==> config.mk <==
export PLATFORM = sky130hd
export DESIGN_NAME = seq_mul_ctrl_flat
export DESIGN_NICKNAME = d
export VERILOG_FILES = /design/src/rtl/seq_mul_ctrl_if.sv /design/src/rtl/seq_mul_ctrl.sv /design/src/flat_wrapper.sv
export SDC_FILE = /design/constraint.sdc
export NUM_CORES = 1
export LEC_CHECK = 0
export BUFFER_PORTS_ARGS = -buffer_cell sky130_fd_sc_hd__buf_2
export CORE_AREA = 2 2 60 62
export DETAILED_ROUTE_END_ITERATION = 7
export DIE_AREA = 0 0 62 64
export PLACE_DENSITY = 0.8
export SLEW_MARGIN = 20
export SYNTH_ARGS = -nofsm -noshare
export SYNTH_HDL_FRONTEND = slang
export SYNTH_SLANG_ARGS = --single-unit
==> constraint.sdc <==
create_clock -name clk -period 3 [get_ports clk]
set_input_delay 0.45 -clock clk [delete_from_list [all_inputs] [get_ports clk]]
set_output_delay 0.45 -clock clk [all_outputs]
set_load 0.02 [all_outputs]
==> src/rtl/seq_mul_ctrl_if.sv <==
// Host-side handshake bundle for the sequential multiplier: operands and start
// in, product register and busy/done status out.
interface seq_mul_ctrl_if #(
    parameter int WIDTH = 4
);
    logic                 start;
    logic [WIDTH-1:0]     A;
    logic [WIDTH-1:0]     B;
    logic [2*WIDTH-1:0]   Out;
    logic                 busy;
    logic                 done;

    modport master (output start, output A, output B,
                    input  Out,   input  busy, input done);
    modport slave  (input  start, input  A, input  B,
                    output Out,   output busy, output done);
endinterface

==> src/rtl/seq_mul_ctrl.sv <==
// Shift-and-add multiplier: one 2*WIDTH-bit adder reused over WIDTH RUN cycles,
// sequenced by an IDLE/RUN/DONE FSM with registered busy/done/Out.
module seq_mul_ctrl #(
    parameter int WIDTH = 4
) (
    input  logic          clk,
    input  logic          rst,
    seq_mul_ctrl_if.slave bus
);
    localparam int PW = 2 * WIDTH;
    localparam int CW = $clog2(WIDTH + 1);
    localparam logic [CW-1:0] LAST_CNT = CW'(WIDTH - 1);

    typedef enum logic [1:0] {
        ST_IDLE = 2'd0,
        ST_RUN  = 2'd1,
        ST_DONE = 2'd2
    } state_t;

    state_t          state_q;
    logic [PW-1:0]   mcand_q;
    logic [WIDTH-1:0] mplier_q;
    logic [PW-1:0]   acc_q;
    logic [PW-1:0]   acc_d;
    logic [CW-1:0]   cnt_q;
    logic [PW-1:0]   out_q;
    logic            busy_q;
    logic            done_q;

    // Accumulator value after this cycle's conditional add.
    always_comb begin
        acc_d = acc_q;
        if (mplier_q[0]) begin
            acc_d = acc_q + mcand_q;
        end else begin
            acc_d = acc_q;
        end
    end

    // FSM, datapath and registered status outputs.
    always_ff @(posedge clk) begin
        if (rst) begin
            state_q  <= ST_IDLE;
            mcand_q  <= {PW{1'b0}};
            mplier_q <= {WIDTH{1'b0}};
            acc_q    <= {PW{1'b0}};
            cnt_q    <= {CW{1'b0}};
            out_q    <= {PW{1'b0}};
            busy_q   <= 1'b0;
            done_q   <= 1'b0;
        end else begin
            done_q <= 1'b0;
            case (state_q)
                ST_IDLE, ST_DONE: begin
                    // DONE also accepts start so results can stream back-to-back.
                    if (bus.start) begin
                        mcand_q  <= {{WIDTH{1'b0}}, bus.A};
                        mplier_q <= bus.B;
                        acc_q    <= {PW{1'b0}};
                        cnt_q    <= {CW{1'b0}};
                        state_q  <= ST_RUN;
                        busy_q   <= 1'b1;
                    end else begin
                        state_q  <= ST_IDLE;
                        busy_q   <= 1'b0;
                    end
                end
                ST_RUN: begin
                    acc_q    <= acc_d;
                    mcand_q  <= mcand_q << 1;
                    mplier_q <= mplier_q >> 1;
                    cnt_q    <= cnt_q + CW'(1);
                    if (cnt_q == LAST_CNT) begin
                        out_q   <= acc_d;
                        state_q <= ST_DONE;
                        busy_q  <= 1'b0;
                        done_q  <= 1'b1;
                    end else begin
                        state_q <= ST_RUN;
                        busy_q  <= 1'b1;
                    end
                end
                default: begin
                    state_q <= ST_IDLE;
                    busy_q  <= 1'b0;
                end
            endcase
        end
    end

    assign bus.Out  = out_q;
    assign bus.busy = busy_q;
    assign bus.done = done_q;
endmodule

==> src/flat_wrapper.sv <==
// flat-port wrapper written by rule: the top's interface ports become plain ports
module seq_mul_ctrl_flat 
#(
    parameter int WIDTH = 4
)
  (clk, rst, bus_start, bus_A, bus_B, bus_Out, bus_busy, bus_done);
  seq_mul_ctrl_if #(.WIDTH(WIDTH)) bus_i ();
  input  logic clk;
  input  logic rst;
  input wire logic [$bits(bus_i.start)-1:0] bus_start;
  input wire logic [$bits(bus_i.A)-1:0] bus_A;
  input wire logic [$bits(bus_i.B)-1:0] bus_B;
  output wire logic [$bits(bus_i.Out)-1:0] bus_Out;
  output wire logic [$bits(bus_i.busy)-1:0] bus_busy;
  output wire logic [$bits(bus_i.done)-1:0] bus_done;
  assign bus_i.start = bus_start;
  assign bus_i.A = bus_A;
  assign bus_i.B = bus_B;
  assign bus_Out = bus_i.Out;
  assign bus_busy = bus_i.busy;
  assign bus_done = bus_i.done;
  seq_mul_ctrl #(.WIDTH(WIDTH)) u_core (.clk(clk), .rst(rst), .bus(bus_i));
endmodule
==> flow_metrics.py <==
metrics = {
    "outcome": {
        "status": "complete, no violations",
    },
    "global_route": {
        "grt.overflow.total": 0,
        "grt.met1_usage": 0.243,
        "met3_usage": 0.0445,
        "grt_pass1_vias": 1289,
        "use_met2": 0.290,
        "grt_max_degree": 36,
        "grt_usage": 0.185,
        "antenna_found_initial": 0,
        "grt_busiest_layer": "met2",
        "grt_pass1_wl_mm": 5.64,
    },
    "floorplanning": {
        "die_h_um": 64,
        "rows": 21,
        "die_x_um": 62,
        "die-area_um2": 3970,
        "ios": 21,
        "initial_utilization": 0.487,
        "core-area_um2": 3280,
    },
    "clock_network": {
        "clock_sinks": 34,
        "cts_setup_buffers": 0,
        "clk_latency_ns": 0.33,
        "cts_made_buffers": 5,
        "clk_pin_slew_worst_paths_ns": 0.10,
        "cts_max_path_buffers": 2,
        "cts_resized": 0,
        "ctsHoldBuffers": 0,
        "cts_max_level": 2,
        "cts_tree": "built",
        "clockRootBuffer": "clkbuf_4",
    },
    "power": {
        "p_leak_nw": 0.711,
        "max-vdd-ir-drop_mv": 0.258,
        "p_per_area_nw_per_um2": 473,
    },
    "synth": {
        "syn_nets": 207,
        "synth_async_sr_flop_share": 0,
        "synth_top_area_share": 0.426,
        "synth_edf_count": 0,
        "synth_ff_type": "dfxtp_1",
        "synthTopCellsByArea": "dfxtp_1 43%, nor2_1 8.0%, ha_1 7.0%",
        "syn_area_um2": 1600,
        "synth-seq-cells": 34,
        "syn_area_per_cell_um2": 8.60,
        "netlist_instances": 186,
        "synth_common_cells": "34 x dfxtp_1, 34 x nor2_1, 14 x a21oi_1, 13 x nand2_1, 9 x ha_1",
        "ys_types": 33,
        "yosysWarnings": 0,
        "seq_area_frac_synth": 0.426,
        "yosysTopAreaCell": "dfxtp_1",
    },
    "sta": {
        "holdWs_ns": 0.370,
        "worst_pin_slew_ns": 0.634,
        "slew_violations": 0,
        "setup_violations": 0,
        "max_freq_mhz": 487,
        "period_share": 0.684,
        "hold_violations": 0,
        "rsz0062_at_grt": "no",
        "period_minus_slack_ns": 2.05,
        "fin_worst_skew_ns": 0.00346,
        "relSlewSlack": 0.577,
        "finalWorstSetupSlack_ns": 0.948,
        "fin_setup_tns_ns": 0,
    },
    "min_path": {
        "holdPathStages": 3,
        "hp-start": "bus_B[3]",
        "min_path_type": "in2reg",
        "holdPathEnd": "u_core.mplier_q[3]",
    },
    "detailed_routing": {
        "via_count": 1334,
        "drt_wl_total_mm": 3.14,
        "postRouteAntennaNets": 0,
        "drt_iter0_drc": 47,
        "wl_per_cell_um": 12.5,
        "drc": 0,
        "viasPerCell": 5.31,
        "dr.pass1.iters": 4,
    },
    "worst_setup_path": {
        "cp_max_fo": 3,
        "rr_startpoint": "u_core.acc_q[0]",
        "endpoint_kind": "register",
        "path_class": "reg2reg",
        "startpoint_type": "register",
        "cp.required_ns": 3.26,
        "cp.arrival_ns": 2.31,
        "reg2reg_depth": 7,
        "r2r_end": "u_core.bus.Out[6]",
        "rrSetupSlack_ns": 0.95,
    },
    "placed_design": {
        "dp_hpwl_mm": 2.13,
        "place_ws_ns": 0.970,
        "globalplace.congestion": 0.845,
        "port_buffers": 20,
        "dp.cells": 243,
    },
    "layout": {
        "areaGrowthSynthToFinish_pct": 11.1,
        "num-fill-cells": 315,
        "fin_util": 0.541,
        "final_cells": 251,
        "n_antenna_cell": 0,
        "final_nets": 225,
        "drive_gt1_frac": 0.141,
    },
    "run": {
        "drv_cap": 0,
    },
}
==> metal layers <==
metal / share of wire / up-vias / routed length [um]
met4: 0.015 / 0 / 47
met2: 0.45 / 24 / 1400
met3: 0.037 / 7 / 115
met5: 0 / - / 0
li1: - / 705 / -
met1: 0.50 / 598 / 1580
==> cells by family (layout without fill, tap and decap cells) <==
group / Yosys count / after routing / share of synthesized area
adder cells (fa/ha/maj): 10 / 10 / 0.0829
AO/OA/AOI/OAI: 48 / 48 / 0.197
multiplexers: 6 / 6 / 0.0376
flip-flops: 34 / 34 / 0.426
XOR/XNOR: 5 / 5 / 0.0274
AND/OR/NAND/NOR: 71 / 71 / 0.197
buffers and inverters: 12 / 31 / 0.0321
==> cells in the final DEF, fill, tap and decap left out <==
master | synthesis | final
nor2_1 | 34 | 34
dfxtp_1 | 34 | 34
buf_2 | 2 | 20
a21oi_1 | 14 | 14
nand2_1 | 13 | 13
ha_1 | 9 | 9
o22ai_1 | 8 | 8
nand3_1 | 7 | 7
a211oi_1 | 7 | 7
a22oi_1 | 7 | 7
nor3_1 | 6 | 6
mux2i_1 | 6 | 6
clkbuf_4 | 1 | 5
nand2b_1 | 4 | 4
o21ai_0 | 4 | 4
o31ai_1 | 3 | 3
xnor2_1 | 3 | 3
inv_1 | 2 | 2
nor2b_1 | 2 | 2
xor2_1 | 2 | 2
inv_2 | 1 | 1
or4_1 | 1 | 1
and2_0 | 1 | 1
nor3b_1 | 1 | 1
a32oi_1 | 1 | 1
and2_1 | 1 | 1
a311oi_2 | 1 | 1
a21o_1 | 1 | 1
o21a_1 | 1 | 1
nand4b_1 | 1 | 1
a2bb2oi_1 | 1 | 1
fa_1 | 1 | 1
clkbuf_1 | 6 | 1
clkbuf_8 | 0 | 1
clkinv_2 | 0 | 1
==> worst max-delay path by stage <==
stage	from	end	slack, ns	depth (start not counted)
2_1_floorplan	u_core.acc_q[0]	u_core.bus.Out[6]	1.12	7
3_3_place_gp	u_core.acc_q[0]	u_core.bus.Out[6]	0.99	7
3_5_place_dp	u_core.acc_q[0]	u_core.bus.Out[6]	0.97	7
4_1_cts	u_core.acc_q[0]	u_core.bus.Out[6]	0.94	7
5_1_grt	u_core.acc_q[0]	u_core.bus.Out[6]	0.73	7
6_report	u_core.acc_q[0]	u_core.bus.Out[6]	0.95	7
==> flip-flops by register name, indices dropped and copies added (netlist names) <==
name             count
u_core.acc_q         8
u_core.bus.Out       8
u_core.mcand_q       8
u_core.mplier_q      4
u_core.cnt_q         3
u_core.state_q       2
u_core.bus.done      1
==> metrics by stage <==
step | power, W | cell area, um^2
floorplan | 0.000562 | 1600
global placement | 0.000585 | 1720
detailed placement | 0.000586 | 1720
finish | 0.000841 | 1780
global route | 0.000883 | 1780
CTS | 0.000844 | 1780
==> worst max-delay path: stages, from the launching register on <==
cell      delay [ns]
dfxtp_1         0.34
ha_1            0.23
fa_1            0.42
a211oi_1        0.27
nor2_1          0.09
o31ai_1         0.27
nand2_1         0.11
a311oi_2        0.25
==> area by class of cell <==
cell class              instances  area (um^2)  area share
clock buffers                   7         55.1      0.0310
well taps                      46         57.6      0.0324
multi-input cells             140          867       0.488
flip-flops and latches         34          681       0.383
repair buffers                 20          100      0.0563
clock inverters                 1         5.00     0.00282
inverters                       3         11.3     0.00634
==> power by group <==
part	internal (W)	switching (W)
Sequential	0.000466	0.0000183
Clock	0.000114	0.000151
Combinational	0.0000363	0.0000557
Note: power is estimated with default switching activity, not from simulation.
